<file path="src/rtl/gcm_pkg.sv">
// Shared types and constants for the control-phase sequencer:
// state encoding, phase index names and the default step map.
package gcm_pkg;

   typedef enum logic [1:0] {
      IDLE  = 2'd0,
      RUN   = 2'd1,
      DRAIN = 2'd2
   } state_e;

   localparam int PH_A = 0;
   localparam int PH_B = 1;
   localparam int PH_C = 2;
   localparam int PH_D = 3;
   localparam int PH_E = 4;

   // Entry s sits at bits [3*s +: 3]; step order A,E,B,E,C,D,D
   localparam logic [20:0] DEF_STEP_MAP = {3'(PH_D), 3'(PH_D), 3'(PH_C), 3'(PH_E),
                                           3'(PH_B), 3'(PH_E), 3'(PH_A)};

endpackage

</file>
<file path="src/rtl/gcm_seq_if.sv">
// Control/status bundle between the control unit and the phase sequencer.
// The step-mode signals exist only when GCM_SINGLE_STEP_EN is defined.
interface gcm_seq_if #(
   parameter int PHASE_W = 5,
   parameter int CNT_W   = 4
) ();
   logic               start_i;
   logic               stall_i;
   logic               halt_i;
`ifdef GCM_SINGLE_STEP_EN
   logic               step_mode_i;
   logic               step_i;
`endif
   logic [PHASE_W-1:0] phase_o;
   logic [CNT_W-1:0]   step_o;
   logic               cycle_done_o;
   logic               busy_o;

   modport master (
      output start_i, stall_i, halt_i,
`ifdef GCM_SINGLE_STEP_EN
      output step_mode_i, step_i,
`endif
      input  phase_o, step_o, cycle_done_o, busy_o
   );

   modport slave (
      input  start_i, stall_i, halt_i,
`ifdef GCM_SINGLE_STEP_EN
      input  step_mode_i, step_i,
`endif
      output phase_o, step_o, cycle_done_o, busy_o
   );
endinterface

</file>
<file path="src/rtl/gcm_onehot_dec.sv">
// Combinational index to one-hot decoder; indices >= PHASE_W decode to zero.
module gcm_onehot_dec #(
   parameter int IDX_W   = 3,
   parameter int PHASE_W = 5
) (
   input  logic [IDX_W-1:0]   idx_i,
   output logic [PHASE_W-1:0] onehot_o
);
   always_comb begin
      onehot_o = '0;
      for (int i = 0; i < PHASE_W; i++) begin
         if (idx_i == IDX_W'(i)) onehot_o[i] = 1'b1;
      end
   end
endmodule

</file>
<file path="src/rtl/gcm_seq.sv">
// Parametrised control-phase sequencer: step counter, IDLE/RUN/DRAIN FSM, registered one-hot phase.
// Optional single-step control is compiled in with the GCM_SINGLE_STEP_EN macro.
module gcm_seq
   import gcm_pkg::*;
#(
   parameter int                       N_STEPS  = 7,
   parameter int                       CNT_W    = 4,
   parameter int                       PHASE_W  = 5,
   parameter int                       IDX_W    = 3,
   parameter logic [N_STEPS*IDX_W-1:0] STEP_MAP = DEF_STEP_MAP
) (
   input logic      clk,
   input logic      rst_i,
   gcm_seq_if.slave bus
);

   localparam logic [CNT_W-1:0] LAST_STEP = CNT_W'(N_STEPS - 1);

   generate
      if (N_STEPS < 2 || N_STEPS > (1 << CNT_W)) begin : g_bad_steps
         $error("gcm_seq: N_STEPS out of range for CNT_W");
      end
      for (genvar s = 0; s < N_STEPS; s++) begin : g_map_chk
         if (int'(STEP_MAP[s*IDX_W +: IDX_W]) >= PHASE_W) begin : g_bad_entry
            $error("gcm_seq: STEP_MAP entry exceeds PHASE_W");
         end
      end
   endgenerate

   function automatic logic [IDX_W-1:0] map_idx(input logic [CNT_W-1:0] s);
      logic [IDX_W-1:0] idx;
      idx = '0;
      for (int i = 0; i < N_STEPS; i++) begin
         if (s == CNT_W'(i)) idx = STEP_MAP[i*IDX_W +: IDX_W];
      end
      return idx;
   endfunction

   state_e             state_q, state_d;
   logic [CNT_W-1:0]   step_q, step_d;
   logic [PHASE_W-1:0] phase_q, phase_d;
   logic               pend_q, pend_d;
   logic [IDX_W-1:0]   dec_idx;
   logic [PHASE_W-1:0] dec_phase;
   logic               adv;
   logic               halt_eff;
   logic               at_last;

`ifdef GCM_SINGLE_STEP_EN
   assign adv = !bus.stall_i && (!bus.step_mode_i || bus.step_i);
`else
   assign adv = !bus.stall_i;
`endif

   // A halt seen during a stall is remembered until the next advancing edge
   assign halt_eff = bus.halt_i | pend_q;
   assign at_last  = (step_q == LAST_STEP);

   always_comb begin
      state_d = state_q;
      step_d  = step_q;
      pend_d  = pend_q;
      unique case (state_q)
         IDLE: begin
            pend_d = 1'b0;
            if (bus.start_i && !bus.halt_i) begin
               state_d = RUN;
               step_d  = '0;
            end
         end
         RUN: begin
            if (adv) begin
               pend_d = 1'b0;
               if (halt_eff && at_last) begin
                  state_d = IDLE;
                  step_d  = '0;
               end else begin
                  step_d = at_last ? '0 : step_q + CNT_W'(1);
                  if (halt_eff) state_d = DRAIN;
               end
            end else begin
               pend_d = halt_eff;
            end
         end
         DRAIN: begin
            pend_d = 1'b0;
            if (adv) begin
               if (at_last) begin
                  state_d = IDLE;
                  step_d  = '0;
               end else begin
                  step_d = step_q + CNT_W'(1);
               end
            end
         end
         default: begin
            state_d = IDLE;
            step_d  = '0;
            pend_d  = 1'b0;
         end
      endcase
   end

   // Phase is decoded from the next step so it registers alongside step_q
   assign dec_idx = map_idx(step_d);

   gcm_onehot_dec #(
      .IDX_W   (IDX_W),
      .PHASE_W (PHASE_W)
   ) u_dec (
      .idx_i    (dec_idx),
      .onehot_o (dec_phase)
   );

   assign phase_d = (state_d != IDLE) ? dec_phase : '0;

   always_ff @(posedge clk or posedge rst_i) begin
      if (rst_i) begin
         state_q <= IDLE;
         step_q  <= '0;
         phase_q <= '0;
         pend_q  <= 1'b0;
      end else begin
         state_q <= state_d;
         step_q  <= step_d;
         phase_q <= phase_d;
         pend_q  <= pend_d;
      end
   end

   assign bus.phase_o      = phase_q;
   assign bus.step_o       = step_q;
   assign bus.busy_o       = (state_q != IDLE);
   assign bus.cycle_done_o = (state_q != IDLE) && at_last;

endmodule

</file>
<file path="src/flat_wrapper.sv">
// flat-port wrapper written by rule: the top's interface ports become plain ports
module gcm_seq_flat import gcm_pkg::*;
#(
   parameter int                       N_STEPS  = 7,
   parameter int                       CNT_W    = 4,
   parameter int                       PHASE_W  = 5,
   parameter int                       IDX_W    = 3,
   parameter logic [N_STEPS*IDX_W-1:0] STEP_MAP = DEF_STEP_MAP
)
  (clk, rst_i, bus_start_i, bus_stall_i, bus_halt_i, bus_phase_o, bus_step_o, bus_cycle_done_o, bus_busy_o);
  gcm_seq_if #(.PHASE_W(PHASE_W), .CNT_W(CNT_W)) bus_i ();
  input logic clk;
  input logic rst_i;
  input wire logic [$bits(bus_i.start_i)-1:0] bus_start_i;
  input wire logic [$bits(bus_i.stall_i)-1:0] bus_stall_i;
  input wire logic [$bits(bus_i.halt_i)-1:0] bus_halt_i;
  output wire logic [$bits(bus_i.phase_o)-1:0] bus_phase_o;
  output wire logic [$bits(bus_i.step_o)-1:0] bus_step_o;
  output wire logic [$bits(bus_i.cycle_done_o)-1:0] bus_cycle_done_o;
  output wire logic [$bits(bus_i.busy_o)-1:0] bus_busy_o;
  assign bus_i.start_i = bus_start_i;
  assign bus_i.stall_i = bus_stall_i;
  assign bus_i.halt_i = bus_halt_i;
  assign bus_phase_o = bus_i.phase_o;
  assign bus_step_o = bus_i.step_o;
  assign bus_cycle_done_o = bus_i.cycle_done_o;
  assign bus_busy_o = bus_i.busy_o;
  gcm_seq #(.N_STEPS(N_STEPS), .CNT_W(CNT_W), .PHASE_W(PHASE_W), .IDX_W(IDX_W), .STEP_MAP(STEP_MAP)) u_core (.clk(clk), .rst_i(rst_i), .bus(bus_i));
endmodule
</file>
<file path="config.mk">
export PLATFORM = sky130hd
export DESIGN_NAME = gcm_seq_flat
export DESIGN_NICKNAME = d
export VERILOG_FILES = /design/src/rtl/gcm_pkg.sv /design/src/rtl/gcm_seq_if.sv /design/src/rtl/gcm_onehot_dec.sv /design/src/rtl/gcm_seq.sv /design/src/flat_wrapper.sv
export SDC_FILE = /design/constraint.sdc
export NUM_CORES = 1
export LEC_CHECK = 0
export ABC_AREA = 1
export CAP_MARGIN = 15
export CELL_PAD_IN_SITES_DETAIL_PLACEMENT = 1
export CELL_PAD_IN_SITES_GLOBAL_PLACEMENT = 1
export CORE_UTILIZATION = 36
export DETAILED_ROUTE_END_ITERATION = 8
export PLACE_DENSITY_LB_ADDON = 0.1
export RECOVER_POWER = 50
export SYNTH_ARGS = -nofsm -noshare
export SYNTH_HDL_FRONTEND = slang
export SYNTH_SLANG_ARGS = --single-unit
</file>
<file path="constraint.sdc">
create_clock -name clk -period 3.8 [get_ports clk]
set_input_delay 1.14 -clock clk [delete_from_list [all_inputs] [get_ports clk]]
set_output_delay 1.14 -clock clk [all_outputs]
set_load 0.03 [all_outputs]
</file>
==> qor.csv, run 1 <==
stage,metric,value,unit
outcome,result_of_the_run,"finished, final reports clean",
finish,fraction_of_layout_cells_with_a_size_suffix_above_1,13.0,%
critical_path,timing.critical_path.slowest_stage_cell,sky130_fd_sc_hd__clkdlybuf4s50_1,
clocking,cts-buffers-inserted,3,
sta,final.setup_skew,0.00252,ns
clocking,clock-sinks,12,
finish,instances_no_fill,133,
finish,antenna_cells,0,
finish,area_delta_synth_final,30.6,%
routing,via_count,626,
synth,ys_seq_area_share,44.0,%
synth,synth-adder-area-share,3.67,%
die,coreArea,1750,um2
finish,post_layout_instance_area,891,um2
pwr,vdd.ir_drop.worst,0.000356,V
hold_path,hold_path_class,reg2reg,
critical_path,required,2.66,ns
clocking,cts.htree.levels,1,
critical_path,critical_path.cell_chain,"inv_1, ha_1, nand3_1, nor2_1, clkdlybuf4s50_1",
critical_path,r2r-end,u_core.bus.phase_o[0],
sta,setup_viol,0,
routing,ant_nets,0,
synth,synth_area_leaders,"sky130_fd_sc_hd__dfrtp_1 (44%), sky130_fd_sc_hd__nand2_1 (11%), sky130_fd_sc_hd__inv_1 (7.2%)",
synth,synthesis.area,682,um2
die,fp.dieArea,2070,um2
die,floorplan.initialDensity,39.1,%
global_route,grt_start_max_net_pins,13,
hold_path,holdPathEnd,u_core.pend_q,
clocking,cts.hold.buffers_added,0,
synth,yosysTopAreaCellShare,44.0,%
critical_path,worst_r2r_startpoint,u_core.bus.step_o[0],
hold_path,worstHoldPathCells,2,
sta,post-route-min-period,2.97,ns
placement,placed_cell_area,863,um2
die,die_h,45.5,um
pwr,power_per_cell_area,762,nW/um2
synth,synth_flop_cell,sky130_fd_sc_hd__dfrtp_1,
synth,synth_cell_types,18,
sta,clock.fmax,0.337,GHz
die,die_w,45.5,um
routing,routed_wirelength,1.62,mm
clocking,cts_resized,0,
synth,synth_area_per_cell,7.66,um2
synth,post_synth_mux_area_share,0,%
synth,synth_seq_cells,12,
routing,first_pass_iters,2,
synth,ys.warnings.count,0,
critical_path,r2r_setup_slack,2.12,ns
synth,yosys.area_share.simple,36.9,%
sta,totalNegativeSetupSlack,0,ns
critical_path,worstSetupEndpointType,output pin,
routing,detail_route.iter0.violations,5,
clocking,cts_buffer_depth,2,
critical_path,criticalPathCategory,reg2out,
synth,synth_edf_count,0,
clocking,clk_latency,0.27,ns
synth,dominant_combinational_cell_family_by_area_after_synthesis,simple AND/OR/NAND/NOR gates,
finish,final_cell_mix,"sky130_fd_sc_hd__nand2_1 (22), sky130_fd_sc_hd__inv_1 (14), sky130_fd_sc_hd__nor2_1 (13), sky130_fd_sc_hd__clkdlybuf4s50_1 (13), sky130_fd_sc_hd__dfrtp_1 (12)",
finish,net_count_reported_at_finish,116,
clocking,clock-root-buffer,sky130_fd_sc_hd__clkbuf_4,
pwr,p_leak,0.000450,uW
sta,final-max-slew-violation-count,0,
synth,synth_compound_area_share,5.87,%
critical_path,critical_path_arrival,1.83,ns
die,io_pins,16,
sta,timing_hold_violations_final,0,
sta,relSlewSlack,71.5,%
clocking,tritoncts_clock_tree,built,
finish,final_common_cell,sky130_fd_sc_hd__nand2_1,
global_route,antenna_found_initial,0,
synth,netlist_instances,89,
synth,synthXorXnorAreaFrac,1.28,%
placement,global_placement_routability_congestion,0.796,
synth,yosys.area.top_type,sky130_fd_sc_hd__dfrtp_1,
critical_path,crit_path_max_incr_delay,0.67,ns
routing,post_drt_wl_per_cell,12.2,um
routing,vias_per_cell,4.71,
synth,async_flop_share,100,%
global_route,vias_in_the_first_global_route,645,
global_route,grt_first_pass_wirelength,2.77,mm
critical_path,critPathLaunchType,register,
routing,drc_violations,0,
clocking,post_cts.repair.setup_buffers,0,
sta,fin_crit_sh,78.2,%
critical_path,worst-path-max-fanout,5,
critical_path,r2r.worst_path.cells,11,
hold_path,hold_path_startpoint,u_core.pend_q,
placement,io_buffers,15,
sta,rsz_0062_raised_after_global_routing,false,
flow_run,max-cap-violations,0,
die,num_rows,15,
placement,hpwlAfterDp,1.38,mm
global_route,grt_use_total,19.0,%
clocking,cts.clk_slew.worst_paths,0.07,ns
global_route,grt_overflow_total,0,
placement,dp.cells,129,
sta,max_slew.worst_pin.slew,0.427,ns
synth,syn-num-nets,96,
[worst max-delay path: cells and delay by family, from the launching register on]
| kind | cells | cell delay, ns |
|---|---|---|
| adders and majority gates | 1 | 0.17 |
| buffers and inverters | 2 | 0.78 |
| DFF | 1 | 0.42 |
| and+or+nand+nor | 2 | 0.20 |
[how the worst max path moves through the flow]
stage / start / to / slack, ns / depth (start not counted)
finish: u_core.bus.step_o[0] / bus_cycle_done_o / 0.83 / 5
global route: u_core.bus.step_o[0] / bus_cycle_done_o / 0.72 / 5
CTS: u_core.bus.step_o[0] / bus_cycle_done_o / 0.80 / 5
detailed placement: bus_stall_i / u_core.bus.phase_o[0] / 1.08 / 10
global placement: bus_stall_i / u_core.bus.phase_o[0] / 1.11 / 10
floorplan: u_core.bus.step_o[0] / bus_cycle_done_o / 1.34 / 4
[state kept, by name (all words and copies together) (netlist names)]
| signal | cells |
|---|---|
| u_core.bus.step_o | 4 |
| u_core.state_q | 2 |
| u_core.pend_q | 1 |
| u_core.bus.phase_o | 5 |
[synthesized netlist by cell type (2+ instances only)]
cell / count
sky130_fd_sc_hd__a21oi_2: 2
sky130_fd_sc_hd__dfrtp_1: 12
sky130_fd_sc_hd__ha_1: 2
sky130_fd_sc_hd__inv_1: 13
sky130_fd_sc_hd__inv_2: 2
sky130_fd_sc_hd__nand2_1: 20
sky130_fd_sc_hd__nand2_2: 5
sky130_fd_sc_hd__nand3_1: 9
sky130_fd_sc_hd__nor2_1: 13
sky130_fd_sc_hd__nor2_2: 2
sky130_fd_sc_hd__nor3_1: 2
[kinds of logic (layout without fill, tap and decap cells)]
family | count (synthesis) | count (layout)
DFF | 12 | 12
adders and majority gates | 2 | 2
xor gates and xnor gates | 1 | 1
buffers and inverters | 15 | 34
and+or+nand+nor | 54 | 54
AOI/OAI and AO/OA | 5 | 5
[metal layers]
metal	global-route usage, %	part of all wire [%]	vias up
met2	32.0	53	6
met1	23.4	44	306
met4	9.09	0.86	0
li1	-	-	312
met5	0	0	-
met3	3.17	1.9	2
[cell type report]
type	count	area, um2
fill	214	855
sequential	12	300
timing repair buffer	15	150
inverter	15	56.3
multi-input combinational	62	317
tap	25	31.3
clock buffer	4	36.3
[metrics by stage]
step / worst slack [ns] / util [%] / total power, uW / hold slack, ns
final: 0.828 / 51.0 / 679 / 0.620
after global routing: 0.717 / 51.0 / 736 / 0.669
after CTS: 0.803 / 51.5 / 693 / 0.628
after detailed placement: 1.08 / 49.5 / 592 / 0.613
after global placement: 1.11 / 49.5 / 580 / 0.588
after floorplan: 1.34 / - / 466 / 0.537
[power breakdown]
group	total, uW	internal (uW)	switching (uW)
Sequential	199	164	34.4
Combinational	383	137	246
Clock	97.6	58.2	39.5
(Power assumes the default switching activity.)
==> inputs of run 2 (changes only) <==
Settings changed: CORE_UTILIZATION 36 to 34.
Clock period 3.8 ns to 3.1 ns, I/O delays scaled along.
==> qor.csv, run 2 (synthesis gave the netlist of run 1 again) <==
stage,metric,value,unit,change
routing,drc_violations,0,,unchanged
routing,ant_nets,0,,unchanged
placement,global_placement_routability_congestion,0.797,,about the same
die,coreArea,1800,um2,+3.2%
sta,post-route-min-period,2.81,ns,
die,die_w,46.8,um,+2.8%
critical_path,critical_path.cell_chain,"inv_1, ha_1, nand3_1, nor2_1, clkdlybuf4s50_1",,
die,io_pins,16,,unchanged
critical_path,critical_path_depth,5,,unchanged
sta,fin_crit_sh,90.6,%,
critical_path,worstPathBufferInverterCount,2,,unchanged
global_route,antenna_found_initial,0,,unchanged
clocking,cts.htree.levels,1,,unchanged
clocking,cts_buffer_depth,2,,unchanged
placement,pre_cts_ws,0.584,ns,-0.499 ns
clocking,clock-sinks,12,,unchanged
clocking,cts.clk_slew.worst_paths,0.08,ns,about the same
clocking,cts-buffers-inserted,3,,unchanged
routing,via_count,636,,+1.6%
clocking,cts.hold.buffers_added,0,,unchanged
finish,final_common_cell,sky130_fd_sc_hd__nand2_1,,
sta,max_slew.worst_pin.slew,0.451,ns,+0.0244 ns
sta,setup_viol,0,,unchanged
critical_path,worst-path-max-fanout,5,,unchanged
routing,route.top_layer_used,met4,,
flow_run,max-cap-violations,0,,unchanged
finish,area_delta_synth_final,30.3,%,
global_route,grt_start_max_net_pins,13,,unchanged
routing,detail_route.iter0.violations,12,,+7
routing,met3RoutedLength,52,um,+68%
routing,vias_per_cell,4.78,,+1.6%
global_route,grt_first_pass_wirelength,2.73,mm,-1.5%
sta,timing.final.ws_setup,0.293,ns,-0.536 ns
sta,finalHoldWorstSlack,0.639,ns,+0.0193 ns
critical_path,required,2.17,ns,-0.49 ns
sta,totalNegativeSetupSlack,0,ns,unchanged
pwr,p_leak,0.000448,uW,-0.33%
clocking,post_cts.repair.setup_buffers,0,,unchanged
clocking,cts_resized,0,,unchanged
routing,post_drt_wl_per_cell,12.5,um,+2.5%
routing,routed_wirelength,1.66,mm,+2.5%
sta,clock.fmax,0.356,GHz,
critical_path,r2r.worst_path.cells,11,,unchanged
finish,largest_reg_flops,5,,unchanged
clocking,clock-root-buffer,sky130_fd_sc_hd__clkbuf_4,,
finish,postLayoutCoreUtil,49.3,%,-1.7 points
placement,hpwlAfterDp,1.36,mm,-0.94%
die,floorplan.initialDensity,37.8,%,-1.2 points
hold_path,hold_path_class,reg2reg,,
global_route,grt_overflow_total,0,,unchanged
die,num_rows,15,,unchanged
pwr,power_per_cell_area,944,nW/um2,+24%
finish,final_cell_mix,"sky130_fd_sc_hd__nand2_1 (22), sky130_fd_sc_hd__inv_1 (14), sky130_fd_sc_hd__nor2_1 (13), sky130_fd_sc_hd__clkdlybuf4s50_1 (13), sky130_fd_sc_hd__dfrtp_1 (12)",,
finish,net_count_reported_at_finish,116,,unchanged
sta,final-max-slew-violation-count,0,,unchanged
critical_path,worst_path_dominant_cell_family,buffers and inverters,,
global_route,grt_use_total,18.7,%,-0.29 points
critical_path,critical_path_arrival,1.88,ns,+0.05 ns
critical_path,timing.critical_path.slowest_stage_cell,sky130_fd_sc_hd__clkdlybuf4s50_1,,
die,fp.dieArea,2190,um2,+5.6%
critical_path,crit_path_max_incr_delay,0.67,ns,about the same
critical_path,worstSetupEndpointType,output pin,,
sta,rsz_0062_raised_after_global_routing,false,,
critical_path,critPathLaunchType,register,,
hold_path,worstHoldPathCells,3,,+1
finish,antenna_cells,0,,unchanged
clocking,clk_latency,0.28,ns,about the same
sta,relSlewSlack,69.9,%,-1.6 points
finish,fraction_of_layout_cells_with_a_size_suffix_above_1,13.0,%,unchanged
routing,met1Wirelength,745,um,+4.8%
routing,met2_length,817,um,-5.1%
pwr,vdd.ir_drop.worst,0.000409,V,+15%
sta,timing_hold_violations_final,0,,unchanged
die,die_h,46.8,um,+2.8%
routing,first_pass_iters,4,,+2
outcome,result_of_the_run,"finished, final reports clean",,
sta,final.setup_skew,0.00706,ns,+0.00454 ns
global_route,vias_in_the_first_global_route,625,,-3.1%
clocking,tritoncts_clock_tree,built,,
placement,io_buffers,15,,unchanged
critical_path,criticalPathCategory,reg2out,,
[run 2: area by class of cell]
type | instances | area (um2)
sequential | 12 | 300
fill | 250 | 913
timing repair buffer | 15 | 150
multi-input combinational | 62 | 314
tap | 25 | 31.3
inverter | 15 | 56.3
clock buffer | 4 | 36.3
[run 2: path summary, 6_finish.rpt]
path / from / slack (ns) / endpoint
max in group asynchronous: rst_i / 1.70 / u_core.bus.phase_o[1]
worst min register to register: u_core.state_q[0] / 0.64 / u_core.state_q[1]
worst max register to register: u_core.bus.step_o[0] / 1.37 / u_core.bus.phase_o[0]
worst max-delay path: u_core.bus.step_o[0] / 0.29 / bus_cycle_done_o
worst min-delay path: u_core.state_q[0] / 0.64 / u_core.state_q[1]
min in group asynchronous: rst_i / 1.09 / u_core.bus.phase_o[4]
[run 2: tightest hold or removal path, stage by stage, from the launching register on]
cell                      delay, ns
sky130_fd_sc_hd__dfrtp_1       0.37
sky130_fd_sc_hd__inv_1         0.08
sky130_fd_sc_hd__nand3_1       0.08
sky130_fd_sc_hd__nand2_1       0.07
[run 2: metrics by stage]
stage | instances | power (uW) | cell area (um2)
floorplan | 89 | 571 | 682
global placement | 129 | 713 | 863
detailed placement | 129 | 729 | 863
CTS | 133 | 855 | 900
global route | 133 | 909 | 888
finish | 133 | 838 | 888
[run 2: per-layer routing]
metal / GRT usage [%] / vias to the layer above
met5: 0 / -
met4: 12.6 / 0
met3: 4.62 / 5
met2: 29.4 / 11
met1: 22.7 / 309
li1: - / 311
[run 2: power by group]
| part | switching (uW) | internal [uW] |
|---|---|---|
| clock | 54.9 | 71.5 |
| sequential | 42.4 | 202 |
| combinational | 300 | 168 |
==> inputs of run 3 (changes only) <==
Settings changed: CTS_CLUSTER_SIZE set to 8, SLEW_MARGIN set to 20.
==> results of run 3 <==
No change in the layout: final DEF, timing and power equal those of run 2.
